===== config.mk =====
export PLATFORM = sky130hd
export DESIGN_NAME = blc
export DESIGN_NICKNAME = d
export VERILOG_FILES = /design/src/rtl/isp_pkg.sv /design/src/rtl/isp_raster_cnt.sv /design/src/rtl/blc.sv
export SDC_FILE = /design/constraint.sdc
export NUM_CORES = 1
export LEC_CHECK = 0
export CORE_MARGIN = 4
export CORE_UTILIZATION = 45
export CTS_CLUSTER_SIZE = 24
export DETAILED_ROUTE_END_ITERATION = 6
export PLACE_DENSITY = 0.65
export SKIP_LAST_GASP = 1
export SYNTH_ARGS = -nofsm -noshare
export SYNTH_HDL_FRONTEND = slang
export SYNTH_HIERARCHICAL = 1
export SYNTH_SLANG_ARGS = --single-unit

===== constraint.sdc =====
create_clock -name clk -period 8.61 [get_ports clk]
set_clock_uncertainty 0.05 [all_clocks]
set_input_delay 2.583 -clock clk [delete_from_list [all_inputs] [get_ports clk]]
set_output_delay 2.583 -clock clk [all_outputs]
set_load 0.005 [all_outputs]

===== src/rtl/isp_pkg.sv =====
// Shared types and helpers for the raw Bayer pipeline stages.
// Holds pattern/channel enums, the gain fraction width and the channel-select function.
package isp_pkg;

    typedef enum logic [1:0] {
        PAT_RGGB = 2'd0,
        PAT_GRBG = 2'd1,
        PAT_GBRG = 2'd2,
        PAT_BGGR = 2'd3
    } bayer_pattern_e;

    typedef enum logic [1:0] {
        CH_R  = 2'd0,
        CH_GR = 2'd1,
        CH_GB = 2'd2,
        CH_B  = 2'd3
    } bayer_chan_e;

    localparam int GAIN_FW = 8;

    // Every pattern is RGGB with columns and/or rows swapped, which flips the
    // matching bit of the 2x2 position index.
    function automatic bayer_chan_e chan_sel(input bayer_pattern_e pat,
                                             input logic row_odd,
                                             input logic col_odd);
        logic [1:0] pos;
        pos = {row_odd, col_odd} ^ 2'(pat);
        return bayer_chan_e'(pos);
    endfunction

endpackage


===== src/rtl/isp_raster_cnt.sv =====
// Raster position counter: advances on each accepted beat and flags the
// first and last pixel of a frame on the beat that carries them.
module isp_raster_cnt #(
    parameter int H  = 1280,
    parameter int V  = 720,
    parameter int HW = 11,
    parameter int VW = 10
) (
    input  logic          clk,
    input  logic          rst,
    input  logic          vld,
    output logic [HW-1:0] h_cnt,
    output logic [VW-1:0] v_cnt,
    output logic          frame_start,
    output logic          frame_last
);

    logic [HW-1:0] h_cnt_r;
    logic [VW-1:0] v_cnt_r;
    logic          h_wrap_s;
    logic          v_wrap_s;

    assign h_wrap_s = (h_cnt_r == HW'(H - 1));
    assign v_wrap_s = (v_cnt_r == VW'(V - 1));

    // Horizontal/vertical position of the next accepted beat.
    always_ff @(posedge clk) begin
        if (rst) begin
            h_cnt_r <= '0;
            v_cnt_r <= '0;
        end else if (vld) begin
            if (h_wrap_s) begin
                h_cnt_r <= '0;
                v_cnt_r <= v_wrap_s ? '0 : v_cnt_r + VW'(1);
            end else begin
                h_cnt_r <= h_cnt_r + HW'(1);
            end
        end
    end

    assign h_cnt       = h_cnt_r;
    assign v_cnt       = v_cnt_r;
    assign frame_start = vld && (h_cnt_r == '0) && (v_cnt_r == '0);
    assign frame_last  = vld && h_wrap_s && v_wrap_s;

endmodule


===== src/rtl/blc.sv =====
// Black-level correction: per-Bayer-channel offset subtract, then common
// normalisation gain with rounding and saturation; 2-cycle fixed latency.
module blc
    import isp_pkg::*;
#(
    parameter int DW = 16,
    parameter int H  = 1280,
    parameter int V  = 720,
    parameter int HW = 11,
    parameter int VW = 10,
    parameter int GW = 12
) (
    input  logic          clk,
    input  logic          rst,
    input  logic          blc_en,
    input  logic          cfg_update,
    input  logic [1:0]    bayer_pattern,
    input  logic [DW-1:0] blc_r,
    input  logic [DW-1:0] blc_gr,
    input  logic [DW-1:0] blc_gb,
    input  logic [DW-1:0] blc_b,
    input  logic [GW-1:0] norm_gain,
    input  logic [DW-1:0] pixel_data_in,
    input  logic          pixel_data_in_vld,
    output logic [DW-1:0] pixel_data_out,
    output logic          pixel_data_out_vld,
    output logic          blc_done
);

    localparam int PW = DW + GW + 1;
    localparam int SW = PW - GAIN_FW;

    logic [HW-1:0] h_cnt;
    logic [VW-1:0] v_cnt;
    logic          frame_start;
    logic          frame_last;

    isp_raster_cnt #(.H(H), .V(V), .HW(HW), .VW(VW)) u_raster_cnt (
        .clk         (clk),
        .rst         (rst),
        .vld         (pixel_data_in_vld),
        .h_cnt       (h_cnt),
        .v_cnt       (v_cnt),
        .frame_start (frame_start),
        .frame_last  (frame_last)
    );

    logic [DW-1:0]  act_off_r_r, act_off_gr_r, act_off_gb_r, act_off_b_r;
    logic [GW-1:0]  act_gain_r;
    bayer_pattern_e act_pat_r;
    logic           act_en_r;
    logic           cfg_pending_r;
    logic           load_s;

    assign load_s = frame_start && (cfg_pending_r || cfg_update);

    // Shadow configuration: loaded only on a frame-start beat.
    always_ff @(posedge clk) begin
        if (rst) begin
            act_off_r_r   <= '0;
            act_off_gr_r  <= '0;
            act_off_gb_r  <= '0;
            act_off_b_r   <= '0;
            act_gain_r    <= GW'(256);
            act_pat_r     <= PAT_RGGB;
            act_en_r      <= 1'b0;
            cfg_pending_r <= 1'b1;
        end else if (load_s) begin
            act_off_r_r   <= blc_r;
            act_off_gr_r  <= blc_gr;
            act_off_gb_r  <= blc_gb;
            act_off_b_r   <= blc_b;
            act_gain_r    <= norm_gain;
            act_pat_r     <= bayer_pattern_e'(bayer_pattern);
            act_en_r      <= blc_en;
            cfg_pending_r <= 1'b0;
        end else if (cfg_update) begin
            cfg_pending_r <= 1'b1;
        end
    end

    logic [DW-1:0]  eff_off_r_s, eff_off_gr_s, eff_off_gb_s, eff_off_b_s;
    logic [GW-1:0]  eff_gain_s;
    bayer_pattern_e eff_pat_s;
    logic           eff_en_s;
    logic [DW-1:0]  off_s;
    logic [DW:0]    sub_s;
    logic [DW-1:0]  diff_s;

    // Bypass mux so the frame-start pixel already sees the freshly loaded config,
    // followed by channel offset select and clamped subtraction.
    always_comb begin
        eff_off_r_s  = act_off_r_r;
        eff_off_gr_s = act_off_gr_r;
        eff_off_gb_s = act_off_gb_r;
        eff_off_b_s  = act_off_b_r;
        eff_gain_s   = act_gain_r;
        eff_pat_s    = act_pat_r;
        eff_en_s     = act_en_r;
        if (load_s) begin
            eff_off_r_s  = blc_r;
            eff_off_gr_s = blc_gr;
            eff_off_gb_s = blc_gb;
            eff_off_b_s  = blc_b;
            eff_gain_s   = norm_gain;
            eff_pat_s    = bayer_pattern_e'(bayer_pattern);
            eff_en_s     = blc_en;
        end else begin
            eff_en_s     = act_en_r;
        end

        case (chan_sel(eff_pat_s, v_cnt[0], h_cnt[0]))
            CH_R:    off_s = eff_off_r_s;
            CH_GR:   off_s = eff_off_gr_s;
            CH_GB:   off_s = eff_off_gb_s;
            CH_B:    off_s = eff_off_b_s;
            default: off_s = '0;
        endcase

        sub_s = {1'b0, pixel_data_in} - {1'b0, off_s};
        if (!eff_en_s) begin
            diff_s = pixel_data_in;
        end else if (sub_s[DW]) begin
            diff_s = '0;
        end else begin
            diff_s = sub_s[DW-1:0];
        end
    end

    logic          s1_vld_r;
    logic          s1_last_r;
    logic          s1_en_r;
    logic [DW-1:0] s1_diff_r;
    logic [GW-1:0] s1_gain_r;

    // Stage 1: offset-corrected sample plus the gain/enable it must be scaled with.
    always_ff @(posedge clk) begin
        if (rst) begin
            s1_vld_r  <= 1'b0;
            s1_last_r <= 1'b0;
            s1_en_r   <= 1'b0;
            s1_diff_r <= '0;
            s1_gain_r <= '0;
        end else begin
            s1_vld_r  <= pixel_data_in_vld;
            s1_last_r <= frame_last;
            if (pixel_data_in_vld) begin
                s1_en_r   <= eff_en_s;
                s1_diff_r <= diff_s;
                s1_gain_r <= eff_gain_s;
            end
        end
    end

    logic [PW-1:0] rnd_s;
    logic [SW-1:0] shr_s;
    logic [DW-1:0] scaled_s;

    // Gain multiply, round half up at the fixed-point boundary, then saturate.
    always_comb begin
        rnd_s = PW'(s1_diff_r * s1_gain_r) + PW'(1 << (GAIN_FW - 1));
        shr_s = rnd_s[PW-1:GAIN_FW];
        if (|shr_s[SW-1:DW]) begin
            scaled_s = '1;
        end else begin
            scaled_s = shr_s[DW-1:0];
        end
    end

    logic [DW-1:0] out_r;
    logic          out_vld_r;
    logic          done_r;

    // Stage 2: registered outputs; data holds while no valid beat is present.
    always_ff @(posedge clk) begin
        if (rst) begin
            out_r     <= '0;
            out_vld_r <= 1'b0;
            done_r    <= 1'b0;
        end else begin
            out_vld_r <= s1_vld_r;
            done_r    <= s1_vld_r && s1_last_r;
            if (s1_vld_r) begin
                out_r <= s1_en_r ? scaled_s : s1_diff_r;
            end
        end
    end

    assign pixel_data_out     = out_r;
    assign pixel_data_out_vld = out_vld_r;
    assign blc_done           = done_r;

endmodule


==> metrics.md <==
| Metric | Value |
|---|---|
| Setup ws final | 1.22 ns |
| Status | completed |
| Share of post-route cells with drive strength above 1 | 6.95% |
| Post-Syn Area per Cell | 8.61 µm² |
| WL/cell | 17.1 µm |
| Worst-path cell chain | clkdlybuf4s50_1 > o21ai_4 > buf_4 > buf_4 > mux4_2 > mux2_2 > ha_1 > inv_1 > fa_1 > a21o_1 > a21oi_1 > o21ai_0 > nand4_1 > a31oi_1 > a41o_1 > a22oi_1 > a211oi_1 |
| Largest net degree at the start of global routing | 84 |
| Synth warnings | 6 |
| Crit path required time | 8.90 ns |
| Tot GR Track Use | 21.4% |
| Critical Path Source Type | input port |
| Detail Placement HPWL | 27.2 mm |
| Syn Std Cell Area | 0.0139 mm² |
| Worst R2R Path Depth | 19 |
| CTS Root Cell | clkbuf_16 |
| Max H-tree Level | 4 |
| Post-synth EDFFs | 0 |
| Residual DRC | 0 |
| Initial Utilization | 45.5% |
| Area of the die | 0.0338 mm² |
| Max Fanout on Critical Path | 68 |
| TritonCTS clock tree | built |
| Dpl ws | 0.794 ns |
| First-pass GRT wire length | 58.8 mm |
| Yosys reg bits | 150 |
| Max transition margin | 22.2% |
| Biggest cell delay along the critical path | 0.71 ns |
| Critical Path AT | 7.68 ns |
| Setup_tns | 0 ns |
| Pre-Repair DR Iteration Count | 5 |
| Delay-heaviest family, CP | compound AO/OA/AOI/OAI gates |
| FILL cells | 2843 |
| LEAKAGE | 0.00688 µW |
| Drt total wl | 35.5 mm |
| Async SR Flop Fraction | 0% |
| Vias in the first global route | 11267 |
| DIE HEIGHT | 184 µm |
| Worst hold path class | reg2reg |
| Final Slew Violations | 0 |
| Actual slew at the worst max-slew pin | 1.16 ns |
| CP Capture Type | flip-flop |
| Final ANT Viol Nets | 0 |
| CP bufs+invs | 4 |
| RSZ-0062 raised after global routing | no |
| Fmax | 0.135 GHz |
| Ant diodes | 0 |
| Clk pin slew, worst setup/hold paths | 0.07 ns |
| CTS sink cnt | 150 |
| Post-cts sizing count | 0 |
| Rows | 64 |
| WHS Path Cells | 1 |
| Post-synth net total | 1955 |
| Hold_buf cts | 0 |
| WP depth | 17 |
| Final hold vios | 0 |
| Peak supply drop | 0.000121 V |
| Vias per std cell | 5.42 |
| Fin crit period | 7.39 ns |
| Sequential cell area | 0.00300 mm² |
| GRT Residual Overflow | 0 |
| Mapped Cells | 1617 |
| Core footprint | 0.0306 mm² |
| Global placement routability congestion | 0.904 |
| Worst-skew pair later-pin latency | 0.44 ns |
| Multi-input gate area | 0.00982 mm² |
| Port Buffers | 116 |
| Initial DRC count | 708 |
| Register area share after synthesis | 21.6% |
| Longest Clk Path Bufs | 2 |
| Count of final setup violators | 0 |
| Tot Pwr | 2440 µW |
| Design Area, Final | 0.0159 mm² |
| Final #Nets | 2009 |
| DIE WIDTH | 184 µm |
| Antenna violations before repair | 0 |
| DP Area | 0.0153 mm² |
| Max cap viols | 0 |
| Vias | 11275 |
| Final Util | 52.1% |
| Slowest cell on the critical path | buf_4 |
| Post-CTS Setup Inserts | 0 |
| Critical path class | in2reg |
| Pwr Density | 153 mW/mm² |
| Layout area overhead | 14.5% |
| Top cell by count, worst path | buf_4 |
| Total CTS buffers | 17 |
| Boundary Pins | 117 |
| Post-synth cell types | 71 |
| Final worst path period share | 85.9% |
| Post-synth top flop | dfxtp_1 |
-- worst reg2reg max path, stage by stage, from the launching register on --
cell and delay (ns):
dfxtp_1 0.80, nand2_1 0.18, fa_1 0.57, inv_1 0.06, fa_1 0.56, fa_1 0.44, fa_1 0.55, inv_1 0.06
fa_1 0.53, inv_1 0.04, ha_1 0.40, and3_1 0.30, o2111a_1 0.15, o31ai_1 0.13, nand3b_1 0.32, a21oi_1 0.29
xnor2_1 0.13, nor4_4 0.99, buf_4 0.28, o21bai_2 0.07
-- per-stage QoR --
step | cells | hold WS, ns
after floorplan | 1617 | 0.356
after global placement | 2048 | 0.374
after detailed placement | 2048 | 0.375
after CTS | 2080 | 0.390
after global routing | 2080 | 0.403
final | 2080 | 0.385
-- area by class of cell --
class,instances,area share (%)
multi-input cells,1174,61.6
clock buffers,17,2.67
well taps,396,3.11
inverters,199,4.69
repair buffers,129,7.85
clock inverters,15,1.22
flip-flops and latches,150,18.8
-- registers in the layout, summed over array words and instances (netlist names) --
name,count
act_off_gb_r,16
pixel_data_out,16
act_off_gr_r,16
s1_en_r,1
u_raster_cnt/v_cnt,10
pixel_data_out_vld,1
s1_diff_r,16
cfg_pending_r,1
act_off_b_r,16
act_gain_r,12
act_pat_r,2
act_off_r_r,16
blc_done,1
s1_last_r,1
s1_vld_r,1
act_en_r,1
u_raster_cnt/h_cnt,11
s1_gain_r,12
-- synth_stat cells (3+ instances only) --
cell      count  area share [%]
inv_1       199             5.4
o31ai_1       6            0.32
o21bai_1      6            0.32
buf_1         4            0.11
nor2b_1       7            0.31
nand3_1      16            0.58
nor2_1       65             1.8
nand2_1     303             8.2
a311oi_1      8            0.50
o21bai_2      7            0.57
nor4_1        6            0.27
or3_1         5            0.22
mux2i_1      31             2.2
o21ai_2       3            0.19
clkbuf_1     75             2.0
a31oi_1       8            0.36
ha_1         97             8.7
fa_1        142              20
a22oi_1       8            0.43
nor3_1       19            0.68
buf_6         3            0.24
nor3b_1       4            0.22
nand4b_1      3            0.19
and3_1       11            0.49
nand3b_1      3            0.16
a21oi_1     112             4.0
o21a_1        7            0.38
o211ai_1      3            0.16
xnor2_1      16             1.0
a211oi_1     23             1.2
buf_2        12            0.43
a41o_1        3            0.22
nand4_1      13            0.58
o21ai_0      53             1.9
a21oi_2       4            0.25
mux4_2       32             5.2
a21o_1        7            0.38
nand2b_1      9            0.40
and2_1       78             3.5
dfxtp_1     150              22
xor2_1       20             1.3
-- logic make-up (layout without fill, tap and decap cells) --
group                    count (synthesis)  count (layout)  synth area share (%)
adder cells (fa/ha/maj)                239             239                  29.1
multiplexers                            66              66                  7.67
AO/OA/AOI/OAI                          278             278                  12.7
flip-flops                             150             150                  21.6
XOR/XNOR                                36              36                  2.26
buffers and inverters                  293             360                  8.17
AND/OR/NAND/NOR                        555             555                  18.5
-- routing by layer --
| metal | vias up | wire [µm] | GRT usage [%] | share of wire [%] |
|---|---|---|---|---|
| met4 | 0 | 425 | 3.93 | 1.2 |
| met3 | 37 | 1940 | 3.26 | 5.5 |
| met1 | 5473 | 16300 | 30.3 | 46 |
| li1 | 5444 | - | - | - |
| met2 | 321 | 16800 | 35.3 | 47 |
| met5 | - | 0 | 0 | 0 |
-- report_power, final --
group	internal, µW	total, µW	switching, µW
Combinational	366	838	472
Clock	400	784	384
Sequential	740	815	75.0
-- placed cells by master, fill, tap and decap left out, types with 19 or more instances in the layout --
| cell type | count |
|---|---|
| fa_1 | 142 |
| and2_1 | 78 |
| o21ai_0 | 53 |
| xor2_1 | 20 |
| ha_1 | 97 |
| nor2_1 | 64 |
| mux4_2 | 32 |
| a211oi_1 | 23 |
| nor3_1 | 19 |
| dfxtp_1 | 150 |
| clkdlybuf4s50_1 | 114 |
| inv_1 | 199 |
| nand2_1 | 303 |
| a21oi_1 | 112 |
| mux2i_1 | 31 |
-- path summary, 6_finish.rpt --
check	slack (ns)	from	to
setup / recovery	1.22	cfg_update	s1_diff_r[8]$_SDFFE_PP0P_
hold / removal	0.38	s1_last_r$_SDFF_PP0_	blc_done$_SDFF_PP0_
setup reg to reg	1.60	s1_gain_r[6]$_SDFFE_PP0P_	pixel_data_out[12]$_SDFFE_PP0P_
hold reg to reg	0.38	s1_last_r$_SDFF_PP0_	blc_done$_SDFF_PP0_
Power figures use the tool's default switching activity.
